[src/rtl/seg_display_arbiter.sv]
// Round-robin time-sharing of one 7-segment display among four requesters.
// Each grant holds for DWELL enabled cycles, and the granted nibble is decoded to a hex glyph.
module seg_display_arbiter #(
    parameter int DWELL = 1000,
    parameter int CNT_W = 10
) (
    input  logic        clk,
    input  logic        rst,
    input  logic        en,
    input  logic [3:0]  req,
    input  logic [15:0] val,
    output logic [3:0]  gnt,
    output logic [3:0]  done,
    output logic [6:0]  seg,
    output logic        busy
);

    typedef enum logic {IDLE, SHOW} state_t;

    localparam logic [CNT_W-1:0] LAST = CNT_W'(DWELL - 1);

    state_t           state, state_n;
    logic [1:0]       ptr, ptr_n, cur, cur_n;
    logic [1:0]       base, cand, win;
    logic             found, rearb;
    logic [CNT_W-1:0] cnt, cnt_n;
    logic [3:0]       gnt_n, done_n;
    logic [6:0]       seg_n;

    function automatic logic [6:0] decode(input logic [3:0] n);
        case (n)
            4'h0: decode = 7'h3F;
            4'h1: decode = 7'h06;
            4'h2: decode = 7'h5B;
            4'h3: decode = 7'h4F;
            4'h4: decode = 7'h66;
            4'h5: decode = 7'h6D;
            4'h6: decode = 7'h7D;
            4'h7: decode = 7'h07;
            4'h8: decode = 7'h7F;
            4'h9: decode = 7'h6F;
            4'hA: decode = 7'h77;
            4'hB: decode = 7'h7C;
            4'hC: decode = 7'h39;
            4'hD: decode = 7'h5E;
            4'hE: decode = 7'h79;
            default: decode = 7'h71;
        endcase
    endfunction

    function automatic logic [3:0] nibble(input logic [15:0] v, input logic [1:0] idx);
        nibble = v[{idx, 2'b00} +: 4];
    endfunction

    // While showing, the current holder acts as the pointer, so it is searched last
    always_comb begin
        base  = (state == SHOW) ? cur : ptr;
        found = 1'b0;
        win   = base;
        cand  = base;
        for (int i = 1; i <= 4; i++) begin
            cand = base + 2'(i);
            if (!found && req[cand]) begin
                found = 1'b1;
                win   = cand;
            end
        end
    end

    always_comb begin
        state_n = state;
        gnt_n   = gnt;
        seg_n   = seg;
        cnt_n   = cnt;
        ptr_n   = ptr;
        cur_n   = cur;
        done_n  = '0;
        rearb   = 1'b0;
        if (en) begin
            case (state)
                IDLE: rearb = 1'b1;
                SHOW: begin
                    if (cnt == LAST || !req[cur]) begin
                        done_n[cur] = (cnt == LAST);
                        ptr_n       = cur;
                        rearb       = 1'b1;
                    end else begin
                        cnt_n = cnt + 1'b1;
                        seg_n = decode(nibble(val, cur));
                    end
                end
            endcase
            if (rearb) begin
                cnt_n = '0;
                if (found) begin
                    state_n = SHOW;
                    gnt_n   = 4'b0001 << win;
                    seg_n   = decode(nibble(val, win));
                    cur_n   = win;
                end else begin
                    state_n = IDLE;
                    gnt_n   = '0;
                    seg_n   = '0;
                end
            end
        end
    end

    // ptr resets to 3 so requester 0 wins the first arbitration
    always_ff @(posedge clk) begin
        if (rst) begin
            state <= IDLE;
            gnt   <= '0;
            done  <= '0;
            seg   <= '0;
            cnt   <= '0;
            ptr   <= 2'd3;
            cur   <= 2'd0;
        end else begin
            state <= state_n;
            gnt   <= gnt_n;
            done  <= done_n;
            seg   <= seg_n;
            cnt   <= cnt_n;
            ptr   <= ptr_n;
            cur   <= cur_n;
        end
    end

    assign busy = |gnt;

endmodule

[config.mk]
export PLATFORM = sky130hd
export DESIGN_NAME = seg_display_arbiter
export DESIGN_NICKNAME = d
export VERILOG_FILES = /design/src/rtl/seg_display_arbiter.sv
export SDC_FILE = /design/constraint.sdc
export NUM_CORES = 1
export LEC_CHECK = 0
export CORE_ASPECT_RATIO = 1.2
export CORE_MARGIN = 4
export CORE_UTILIZATION = 65
export DETAILED_ROUTE_END_ITERATION = 12
export DONT_BUFFER_PORTS = 1
export GPL_TIMING_DRIVEN = 0
export PLACE_DENSITY = 0.92
export SLEW_MARGIN = 20
export SYNTH_ARGS = -nofsm -noshare
export SYNTH_HDL_FRONTEND = slang
export SYNTH_SLANG_ARGS = --single-unit
[constraint.sdc]
create_clock -name clk -period 6.7 [get_ports clk]
set_input_delay 1.005 -clock clk [delete_from_list [all_inputs] [get_ports clk]]
set_output_delay 1.005 -clock clk [all_outputs]
set_load 0.01 [all_outputs]
==> run summary, run 1 <==
After clock tree synthesis, the repair step resized 0 gates. The pin count of the biggest net entering global routing came out at 11. The longest individual stage delay on the worst path is 460 ps.

Max-cap violations in this run came to 0. Yosys mapped a number of flops with a built-in enable equal to 0. STA classifies the critical path startpoint as a flip-flop. The clock network power share is 21.3%.

The H-tree depth is 2. For this block, the via count after detailed routing is 1903. The boundary pin count is 39. The number of port buffers is 0.

The hold buffer count at CTS came out at 0. The die covers 4383 µm². The post-detailed-route wirelength per cell came out at 17.99 µm.

The largest driver fanout on the critical path came out at 10. The cell internal power dissipation is 0.3335 mW. Counting along the longest clock path gives a buffer depth of 2. The headroom to the max-slew limit came out at 62.66%.

The flow ran to the end, and the final reports show no timing, DRC or antenna violations. The final layout net count is 284. By startpoint and endpoint, the worst setup path is classified as reg2reg.

The leakage power is 0.9118 nW. The min-delay analysis places its worst path in the category reg2reg. For this run, asynchronously set or reset flops after synthesis account for 0%.

STA classifies the critical path endpoint as a flip-flop. The overall overflow remaining after global route came out at 0. The starting density of the core came out at 69.49%. The floorplan step set the die height to 71.73 µm.

The proportion of netlist area held by the largest area contributor is 27.30%. The clock sink total is 30. The slowest stage of the critical path belongs to the cell sky130_fd_sc_hd__a211oi_4.

Dividing the synthesized area by the synthesized cell count gives 9.165 µm². The maximum clock rate is 294.8 MHz. The area occupied by registers is 600.6 µm². The summed instance area of the synthesized netlist came out at 2200 µm². The number of flip-flops and latches in the synthesized netlist came out at 30.

Setup repair after global routing left no endpoint under its margin. Grouping stages by cell kind, the critical path spends the most delay in compound AO/OA/AOI/OAI gates. The first detailed-routing pass took 4 iterations.

The aggregate routed wire length is 5110 µm. The number of slew-limit violations in the final report came out at 0. The portion of total power attributed to combinational logic came out at 39.9%. In this run the remaining antenna-violating nets after routing total 0. The number of hold violations in the final report is 0.

Routability-driven placement finished with a final weighted congestion of 0.9188. Global routing used 24.63% of the available tracks across all layers. The final clock period utilization by the worst path is 50.63%. The routed via count divided by cell count came out at 6.701. In the layout the commonest cells are sky130_fd_sc_hd__dfxtp_1, sky130_fd_sc_hd__nor2_1, sky130_fd_sc_hd__mux2i_1, sky130_fd_sc_hd__nand2_1, sky130_fd_sc_hd__ha_1. The clock latency of the later-clocked register in the worst-skew pair came out at 340 ps. Setup violations remaining at the end of the flow were counted as 0. The slew of the pin with the lowest slew margin came out at 544.5 ps.

Of the cells placed in the final design, the portion with a size suffix greater than 1 is 13.31%. Leaving out fill and tap cells, the most frequent cell in the layout is sky130_fd_sc_hd__dfxtp_1. The power per standard cell area came out at 230.1 nW/µm². The initial antenna violation count is 0. The standard-cell row count came out at 22. The worst-case clock skew is 7.821 ps.

The total CTS buffers is 5. From synthesis to final layout, the design area changed by 4.778%. The root buffer cell is sky130_fd_sc_hd__clkbuf_4. The number of unique standard cell types used by synthesis is 58. The share of total power dissipated in sequential elements is 38.7%. The via count of the first global-routing pass is 1863. The number of antenna diodes in the final layout is 0.

The area inside the core boundary is 3166 µm². Of the synthesized area, sequential elements account for 27.30%. The estimated wirelength of the detail-placed design is 3714 µm. The most area-hungry cell type in the Yosys netlist is sky130_fd_sc_hd__dfxtp_1. Post-CTS timing repair inserted 0 buffers for setup. The count of routing violations after the opening detailed-route iteration is 129.

The final-layout worst hold slack is 519.9 ps. The synthesis warning total is 0. The worst path buffer plus inverter count is 3. The DRC violation count after routing is 0. The x dimension of the die is 61.11 µm. TritonCTS built the clock tree. The cell count after synthesis is 240. The final critical delay including setup and external delays came out at 3392 ps.

The most used flip-flop cell after synthesis is sky130_fd_sc_hd__dfxtp_1. After clock tree synthesis, the clock-pin slew on the worst setup and hold paths is 90 ps. Counting every net in the synthesized netlist gives 277. The worst endpoint required time is 6960 ps. Traced cell by cell, the critical path runs through buf_6 -> mux2i_1 -> o32ai_1 -> a211oi_4 -> buf_6 -> mux2i_1 -> mux2i_1 -> inv_1 -> ha_1 -> mux2i_1 -> o221ai_1 -> a311oi_1.

The aggregate negative setup slack is 0 ps. The worst voltage drop across the vdd grid came out at 0.2017 mV. By area the synthesized netlist is led by sky130_fd_sc_hd__dfxtp_1, sky130_fd_sc_hd__mux2i_1, sky130_fd_sc_hd__ha_1. The layout filler cell count is 221. The switching power total is 0.1967 mW.

Data on the critical path arrives at its endpoint at 3650 ps. The area of the multi-input gates is 1504 µm². The switching power as a share of total power is 37.10%. The most repeated library cell on the critical path is sky130_fd_sc_hd__mux2i_1.

The global-route wire length before repair came out at 8245 µm.
[layout make-up]
class	count	share of cell area (%)
multi-input combinational	190	65.26
sequential	30	26.06
buffer	11	2.660
clock buffer	7	2.389
tap	36	1.954
inverter	9	1.466
clock inverter	1	0.2172
[power by group through the flow]
stage / clock [mW] / combinational, mW / sequential [mW]
2_1_floorplan: 0 / 0.171 / 0.206
3_3_place_gp: 0 / 0.199 / 0.209
3_5_place_dp: 0 / 0.206 / 0.209
4_1_cts: 0.115 / 0.208 / 0.206
5_1_grt: 0.124 / 0.227 / 0.207
6_report: 0.113 / 0.212 / 0.205
[state kept, by name, indices dropped and copies added (netlist names)]
signal and count:
state 1, cur 2, gnt 4, ptr 2
done 4, cnt 10, seg 7
[worst register-to-register path: stages, from the launching register on]
cell,delay (ps)
sky130_fd_sc_hd__dfxtp_1,380
sky130_fd_sc_hd__buf_6,160
sky130_fd_sc_hd__mux2i_1,330
sky130_fd_sc_hd__o32ai_1,190
sky130_fd_sc_hd__a211oi_4,460
sky130_fd_sc_hd__buf_6,220
sky130_fd_sc_hd__mux2i_1,80
sky130_fd_sc_hd__mux2i_1,450
sky130_fd_sc_hd__inv_1,130
sky130_fd_sc_hd__ha_1,280
sky130_fd_sc_hd__mux2i_1,180
sky130_fd_sc_hd__o221ai_1,190
sky130_fd_sc_hd__a311oi_1,280
[metrics by stage]
| stage | util, % | power, mW | area [µm²] | setup WS, ps | std cells |
|---|---|---|---|---|---|
| final | 72.81 | 0.5302 | 2305 | 3308 | 284 |
| after global routing | 72.81 | 0.5579 | 2305 | 3071 | 284 |
| after CTS | 72.81 | 0.5286 | 2305 | 3342 | 284 |
| after detailed placement | 70.91 | 0.4158 | 2245 | 3094 | 276 |
| after global placement | 70.91 | 0.4083 | 2245 | 3168 | 276 |
| after floorplan | - | 0.3775 | 2200 | 3482 | 240 |
[synth_stat cells (4+ instances only)]
library cell and count:
sky130_fd_sc_hd__clkbuf_1 7, sky130_fd_sc_hd__mux4_2 5, sky130_fd_sc_hd__nand4_1 5, sky130_fd_sc_hd__xor2_1 8, sky130_fd_sc_hd__dfxtp_1 30, sky130_fd_sc_hd__nor2b_1 6, sky130_fd_sc_hd__o21ai_0 5, sky130_fd_sc_hd__mux2i_1 20
sky130_fd_sc_hd__ha_1 14, sky130_fd_sc_hd__nand2_1 20, sky130_fd_sc_hd__nand2b_1 4, sky130_fd_sc_hd__a21oi_1 7, sky130_fd_sc_hd__o221ai_1 4, sky130_fd_sc_hd__nand3_1 5, sky130_fd_sc_hd__inv_1 9, sky130_fd_sc_hd__nor2_1 27
[per-layer routing]
layer / global-route usage [%] / vias to the layer above / part of all wire [%] / routed length, µm
met1: 27.75 / 911 / 38 / 1948
met5: 0 / - / 0 / 0
met4: 13.49 / 0 / 3.4 / 172
li1: - / 901 / - / -
met2: 41.18 / 75 / 51 / 2622
met3: 5.946 / 16 / 7.2 / 366
[path summary, 6_finish.rpt]
| check | depth (start not counted) | startpoint | to | slack [ps] |
|---|---|---|---|---|
| max | 12 | state | seg[5] | 3310 |
| min | 2 | gnt[0] | gnt[0] | 520 |
| max reg2reg | 12 | state | seg[5] | 3310 |
| min reg2reg | 2 | gnt[0] | gnt[0] | 520 |
[logic make-up after synthesis]
group | synth area share (%)
multiplexers | 19.79
buffers and inverters | 4.323
AO/OA/AOI/OAI | 17.63
flip-flops | 27.30
AND/OR/NAND/NOR | 18.60
adder cells (fa/ha/maj) | 7.964
XOR/XNOR | 4.380
No activity file was read; power rests on OpenSTA's default activity.
==> inputs of run 2 (changes only) <==
CORE_UTILIZATION = 63   (was 65)
PLACE_DENSITY = 0.9   (was 0.92)
clock period = 3.43 ns   (was 6.7 ns; I/O delays follow)
==> run 2 against run 1 <==
  * Critical path depth down 1
  * Global-route usage down 1.5 points
  * Via count down 3.0%
  * Sequential power up 96%
  * Die area up 2.8%
  * Worst setup slack worse by 3100 ps
  * First-iteration DRC count down 8.5%
  * Register-to-register slack worse by 3100 ps
  * Routed wire length down 5.9%
  * Final area up 1.9%
  * Power up 110%
  * Sequential share of layout area down 0.49 points
  * Largest cell class unchanged
  * Highest routed layer unchanged
==> run summary, run 2 (same netlist as run 1, synthesis figures left out) <==
The tree is rooted in a sky130_fd_sc_hd__clkbuf_8. The number of optimization iterations in the first detailed-route pass came out at 4 (unchanged). The cell area after layout is 2349 µm² (+1.9%). The x dimension of the die came to 61.94 µm (+1.4%). In the layout the commonest cells are sky130_fd_sc_hd__dfxtp_1, sky130_fd_sc_hd__nor2_1, sky130_fd_sc_hd__nand2_1, sky130_fd_sc_hd__mux2i_1, sky130_fd_sc_hd__ha_1. The post-detailed-route wirelength per cell is 16.81 µm (-6.6%). The run finished with clean final reports. The all-layer global routing usage is 23.16% (-1.5 points). The clock latency of the later-clocked register in the worst-skew pair was 280 ps (-60 ps). The longest individual stage delay on the worst path came to 380 ps (-80 ps). The height of the chip came to 72.73 µm (+1.4%). The number of placed instances with taps included came to 277 (+0.36%). The area inside the core boundary came out at 3338 µm² (+5.5%).

The clock network power share came out at 26.4% (+5.1 points). The number of port buffers is 0 (unchanged). The share of power burned in registers is 36.3% (-2.4 points). The fraction of final layout cells sized beyond drive strength 1 came out at 14.06% (+0.75 points). The overall overflow remaining after global route is 0 (unchanged). The layout filler cell count came out at 263 (+19%). The DRC violation count after routing is 0 (unchanged). The worst hold path begins at en. The full die area is 4505 µm² (+2.8%). The worst-case clock skew came out at 4.384 ps (-3.437 ps). Ranked by flip-flop count, first place goes to cnt. The boundary pin count is 39 (unchanged). The library cell used most frequently in the layout, excluding fill and tap cells, is sky130_fd_sc_hd__dfxtp_1. The class of the worst hold path is in2reg. The final critical delay including setup and external delays was 3182 ps (-210.9 ps). The arrival time at the worst endpoint is 3380 ps (-270 ps). The leakage power is 0.9295 nW (+1.9%). The via count of the first global-routing pass came out at 1788 (-4.0%). The count of endpoints failing setup in the final report came out at 0 (unchanged). The clock-pin slew on the worst setup and hold paths is 60 ps (-30 ps).

The largest driver fanout on the critical path came to 10 (unchanged). The overall power of the completed layout is 1.106 mW (+110%). The switching power total is 0.3873 mW (+97%). The largest registers in the layout are cnt: 10 flops, seg: 7 flops.

The worst hold path terminates at gnt[1]. The final antenna diode count was 0 (unchanged). The pin count of the biggest net entering global routing is 11 (unchanged). The instance area at placement came out at 2246 µm² (about the same). The global-route wire length before repair came out at 7797 µm (-5.4%).

The switching power as a share of total power is 35.03% (-2.1 points). The final layout net count is 285 (+0.35%). The worst-case setup slack after placement is 70.46 ps (-3024 ps).

The overall via count from detail_route is 1846 (-3.0%). The standard cell with the maximum stage delay on the critical path is sky130_fd_sc_hd__a211oi_4. The power per standard cell area came out at 470.8 nW/µm² (+100%). The hold buffer count at CTS came out at 0 (unchanged).

The number of nets with antenna violations after routing came out at 0 (unchanged). The total CTS buffers came to 5 (unchanged). The estimated wirelength of the detail-placed design came out at 3621 µm (-2.5%). The aggregate routed wire length was 4808 µm (-5.9%). TritonCTS built the clock tree.

The worst setup path is launched from a flip-flop. The worst voltage drop across the vdd grid came to 0.3823 mV (+90%). The worst-case clock buffer depth is 2 (unchanged).

STA classifies the critical path endpoint as a flip-flop. The instance count along the most critical hold path is 2 (unchanged). The final clock period utilization by the worst path is 92.76% (+42 points).

The routed via count divided by cell count is 6.455 (-3.7%). Setup repair after global routing left no endpoint under its margin. The post-layout instance count excluding filler cells is 286 (+0.70%). The portion of total power attributed to combinational logic is 37.3% (-2.6 points). The worst endpoint required time came out at 3620 ps (-3340 ps). The core utilization of the finished layout is 70.35% (-2.5 points).

The type of the worst setup path is reg2reg. The signed area change from the synthesized netlist to the final layout came out at 6.769%. The headroom to the max-slew limit came out at 65.30% (+2.6 points). The starting density of the core is 65.89% (-3.6 points).

The flip-flop count of the largest register after layout is 10 (unchanged). The global placement routability congestion came out at 0.9075 (-1.2%). The least setup slack across all paths after layout is 248.5 ps (-3059 ps). The reported max-cap violation count came to 0 (unchanged). Walking the worst path, the cells encountered are mux2_4 -> mux2_4 -> a211oi_4 -> buf_6 -> mux2i_1 -> mux2i_2 -> inv_1 -> ha_1 -> mux2i_1 -> o221ai_1 -> a311oi_1. The H-tree depth is 2 (unchanged). The aggregate negative setup slack is 0 ps (unchanged).

The final-layout worst hold slack came out at 474.4 ps (-45.47 ps). In this run the critical register-to-register path is launched from state. The number of slew-limit violations in the final report came out at 0 (unchanged).

The standard-cell row count came out at 23 (+4.5%). The number of hold violations in the final report is 0 (unchanged). The slew of the pin with the lowest slew margin is 518.6 ps (-25.98 ps).

The initial antenna violation count came out at 0 (unchanged). The setup slack of the worst register-to-register path is 250 ps (-3060 ps). The cell internal power dissipation came out at 0.7184 mW (+120%). The worst flop-to-flop path endpoint is seg[5].

The clock sink total is 30 (unchanged). The worst reg2reg path depth is 11 (-1). The count of routing violations after the opening detailed-route iteration came to 118 (-8.5%).

The maximum clock rate is 314.3 MHz (+6.6%).
==> run 2: cell types whose count changed in the layout (fill, tap and decap cells not counted) <==
| cell | previous run | this run |
|---|---|---|
| sky130_fd_sc_hd__clkbuf_4 | 5 | 0 |
| sky130_fd_sc_hd__mux2i_1 | 20 | 19 |
| sky130_fd_sc_hd__clkbuf_8 | 1 | 6 |
| sky130_fd_sc_hd__buf_4 | 1 | 2 |
| sky130_fd_sc_hd__mux2i_2 | 1 | 2 |
==> run 2: worst max-delay path by stage <==
stage | slack [ps] | from | depth (start not counted) | endpoint
final | 250 | state | 11 | seg[5]
after global routing | 50 | state | 12 | seg[5]
after CTS | 40 | state | 12 | seg[5]
after detailed placement | 70 | state | 12 | seg[5]
after global placement | 190 | state | 11 | seg[5]
after floorplan | 510 | state | 11 | seg[4]
==> run 2: layer usage <==
metal	vias up	routed length, µm	track usage (%)
met5	-	0	0
met4	0	112	11.56
met3	11	279	5.841
met2	53	2457	38.71
met1	881	1958	26.46
li1	901	-	-
==> run 2: area by class of cell <==
| cell class | instances | area, µm² | area share (%) |
|---|---|---|---|
| inverters | 9 | 33.78 | 1.438 |
| well taps | 37 | 46.29 | 1.971 |
| clock buffers | 7 | 86.33 | 3.676 |
| repair buffers | 1 | 7.507 | 0.3197 |
| flip-flops and latches | 30 | 600.6 | 25.57 |
| multi-input cells | 190 | 1508 | 64.20 |
| clock inverters | 1 | 5.005 | 0.2131 |
| plain buffers | 11 | 61.31 | 2.611 |
==> run 2: worst max-delay path, delay by kind of cell, from the launching register on <==
family                     cells  cell delay, ps
buffers and inverters          2             330
adders and majority gates      1             260
AOI/OAI and AO/OA              3             830
muxes                          5            1310
DFF                            1             360
==> run 2: timing repair <==
item,in CTS,in global routing
resized for setup,0,1
buffers inserted,0,1
setup endpoints to repair,0,3
==> run 2: power groups by stage <==
| stage | Combinational (mW) | Clock (mW) | Sequential (mW) |
|---|---|---|---|
| after floorplan | 0.334 | 0 | 0.403 |
| after global placement | 0.389 | 0 | 0.409 |
| after detailed placement | 0.401 | 0 | 0.409 |
| after CTS | 0.403 | 0.300 | 0.402 |
| after global routing | 0.449 | 0.317 | 0.404 |
| final | 0.412 | 0.292 | 0.402 |
==> inputs of run 3 (changes only) <==
CORE_UTILIZATION = 60   (was 63)
PLACE_DENSITY = 0.87   (was 0.9)
==> run 3 against run 2 <==
  * Hold slack better by 17 ps
  * Routed wire length up 5.7%
  * Sequential power about the same
  * Critical endpoint is now seg[3]
  * Global-route usage down 0.44 points
  * Non-clock buffer count unchanged
  * Die area up 4.4%
  * Sequential cell count unchanged
  * Clock skew up 3.1 ps
  * Final cell count unchanged
  * Highest routed layer unchanged
  * Clock power about the same
  * Worst setup slack better by 140 ps
  * Maximum frequency up 4.6%
==> run summary, run 3 (same netlist as run 1, synthesis figures left out) <==
The final clock period utilization by the worst path was 88.65% (-4.1 points). The worst voltage drop across the vdd grid is 0.2715 mV (-29%). The total CTS buffers was 5 (unchanged). The number of port buffers is 0 (unchanged). Relative to the synthesized area, the layout overhead comes to 7.167%. The instance count along the most critical hold path is 2 (unchanged). The overall via count from detail_route is 1905 (+3.2%). The power per standard cell area came out at 472.9 nW/µm² (+0.44%).

The worst register-to-register path ends at seg[3]. The switching power total is 0.3936 mW (+1.6%). The post-layout instance count excluding filler cells is 286 (unchanged). The area inside the core boundary is 3425 µm² (+2.6%).

The initial antenna violation count is 0 (unchanged). The flip-flop count of the largest register after layout came out at 10 (unchanged). The setup slack of the worst register-to-register path came out at 390 ps (+140 ps). The final antenna diode count came out at 0 (unchanged). The portion of total power attributed to combinational logic came out at 37.6% (+0.3 points). The switching power as a share of total power is 35.31% (+0.29 points). The count of routing violations after the opening detailed-route iteration is 100 (-15%). The number of placed instances with taps included is 277 (unchanged). The hold buffer count at CTS is 0 (unchanged).

The maximum clock rate is 328.9 MHz (+4.6%). The hold path endpoint is gnt[1]. Setup repair after global routing left no endpoint under its margin.

The min-delay analysis places its worst path in the category in2reg. The global-route wire length before repair came out at 8507 µm (+9.1%). The worst path buffer plus inverter count is 3 (+1). The post-detailed-route wirelength per cell is 17.76 µm (+5.7%). The arrival time at the worst endpoint is 3220 ps (-160 ps). The critical path goes through buf_6 -> mux2i_1 -> a32o_2 -> nor3_4 -> buf_4 -> mux2i_4 -> inv_1 -> ha_1 -> mux2i_1 -> nand3_1 -> a311oi_1. The final critical delay including setup and external delays came to 3041 ps (-140.7 ps). The standard-cell row count is 23 (unchanged). The full die area is 4703 µm² (+4.4%). The number of slew-limit violations in the final report is 0 (unchanged). The slew of the pin with the lowest slew margin came out at 547.5 ps (+28.94 ps). Leaving out fill and tap cells, the most frequent cells in the layout are sky130_fd_sc_hd__dfxtp_1, sky130_fd_sc_hd__nor2_1, sky130_fd_sc_hd__nand2_1, sky130_fd_sc_hd__mux2i_1, sky130_fd_sc_hd__ha_1.

The count of endpoints failing setup in the final report is 0 (unchanged). The largest registers in the layout are cnt: 10 flops, seg: 7 flops. The H-tree depth came out at 2 (unchanged).

The worst endpoint required time came out at 3610 ps (about the same). The largest driver fanout on the critical path came out at 10 (unchanged). The fraction of final layout cells sized beyond drive strength 1 came to 14.06% (unchanged).

The root buffer cell is sky130_fd_sc_hd__clkbuf_8. The aggregate negative setup slack came out at 0 ps (unchanged). The estimated wirelength of the detail-placed design was 3774 µm (+4.2%). The number of nets with antenna violations after routing is 0 (unchanged). The most repeated library cell on the critical path is sky130_fd_sc_hd__mux2i_1. The worst-case clock skew is 7.510 ps (+3.127 ps).

The longest individual stage delay on the worst path is 370 ps (about the same). The startpoint identified for the worst hold timing path is en. The library cell used most frequently in the layout, excluding fill and tap cells, is sky130_fd_sc_hd__dfxtp_1. The clock-pin slew on the worst setup and hold paths was 70 ps (about the same). The worst-case clock buffer depth is 2 (unchanged). The pin count of the biggest net entering global routing is 11 (unchanged). The final layout net count was 285 (unchanged). The startpoint identified for the worst register-to-register timing path is state. The number of optimization iterations in the first detailed-route pass is 4 (unchanged). The headroom to the max-slew limit is 63.37% (-1.9 points). The height of the chip came to 74.33 µm (+2.2%). The clock network power share was 26.4% (about the same). The clock latency of the later-clocked register in the worst-skew pair came out at 280 ps (about the same). The least setup slack across all paths after layout is 389.2 ps (+140.7 ps). The via count of the first global-routing pass came out at 1862 (+4.1%). The reported max-cap violation count is 0 (unchanged). The register name with the most flops is cnt. The starting density of the core came to 64.23% (-1.7 points).

The critical path in this run is classified as reg2reg. The standard cell with the maximum stage delay on the critical path is sky130_fd_sc_hd__dfxtp_1. The overall overflow remaining after global route is 0 (unchanged). The clock tree from TritonCTS is yes.

Among cell families on the critical path, the largest total delay comes from multiplexers. The leakage power came out at 0.9303 nW (about the same). The all-layer global routing usage came out at 22.72% (-0.44 points). The number of hold violations in the final report came to 0 (unchanged). The run finished with clean final reports.

The cell internal power dissipation came out at 0.7210 mW (+0.37%). The clock sink total is 30 (unchanged). The worst reg2reg path depth came out at 11 (unchanged).

The aggregate routed wire length is 5080 µm (+5.7%). The worst setup path is launched from a flip-flop. The global placement routability congestion came to 0.9117 (+0.46%). The worst setup path is captured at a flip-flop. The share of power burned in registers is 36.0% (-0.3 points).

The DRC violation count after routing came out at 0 (unchanged). The worst-case setup slack after placement came out at 80.46 ps (+10.00 ps). The x dimension of the die is 63.27 µm (+2.1%). The boundary pin count is 39 (unchanged). The routed via count divided by cell count is 6.661 (+3.2%).
==> run 3: cell count changes in the layout (fill, tap and decap cells not counted) <==
| cell | before | now |
|---|---|---|
| sky130_fd_sc_hd__mux2i_4 | 2 | 3 |
| sky130_fd_sc_hd__mux2i_2 | 2 | 1 |
==> run 3: cell type report <==
type                       count  area (µm²)
inverter                       9       33.78
fill                         251        1067
multi-input combinational    190        1516
clock buffer                   7       86.33
sequential                    30       600.6
timing repair buffer           1       7.507
buffer                        11       61.31
tap                           37       46.29
clock inverter                 1       5.005
==> run 3: power groups by stage <==
stage	sequential, mW	combinational (mW)	clock (mW)
after CTS	0.402	0.403	0.300
after global routing	0.405	0.457	0.317
final	0.401	0.419	0.295
after detailed placement	0.409	0.401	0
after global placement	0.409	0.394	0
after floorplan	0.403	0.334	0
==> run 3: through the flow <==
step	area, µm²	utilization (%)	hold WS (ps)	total power [mW]
global route	2357	68.83	502.9	1.179
global placement	2246	65.58	494.8	0.8027
detailed placement	2246	65.58	512.6	0.8102
floorplan	2200	-	477.1	0.7373
CTS	2337	68.25	483.4	1.105
finish	2357	68.83	491.0	1.115
==> run 3: layer usage <==
layer,global-route usage (%),vias to the layer above,routed length (µm)
li1,-,901,-
met1,26.08,926,2051
met2,41.27,70,2605
met3,6.647,8,352
met4,6.954,0,70
met5,0,-,0
==> run 3: worst max path at each step <==
| stage | slack, ps | cells past startpoint | end | startpoint |
|---|---|---|---|---|
| detailed placement | 80 | 12 | seg[5] | state |
| CTS | 40 | 12 | seg[5] | state |
| global route | 150 | 11 | seg[3] | state |
| floorplan | 510 | 11 | seg[4] | state |
| global placement | 220 | 11 | seg[5] | state |
| finish | 390 | 11 | seg[3] | state |
==> run 3: what timing repair did <==
item | 4_1_cts | 5_1_grt
gates resized for setup | 0 | 2
buffers inserted | 0 | 1
hold endpoints to repair | 0 | 0
endpoints found under the setup margin | 0 | 5
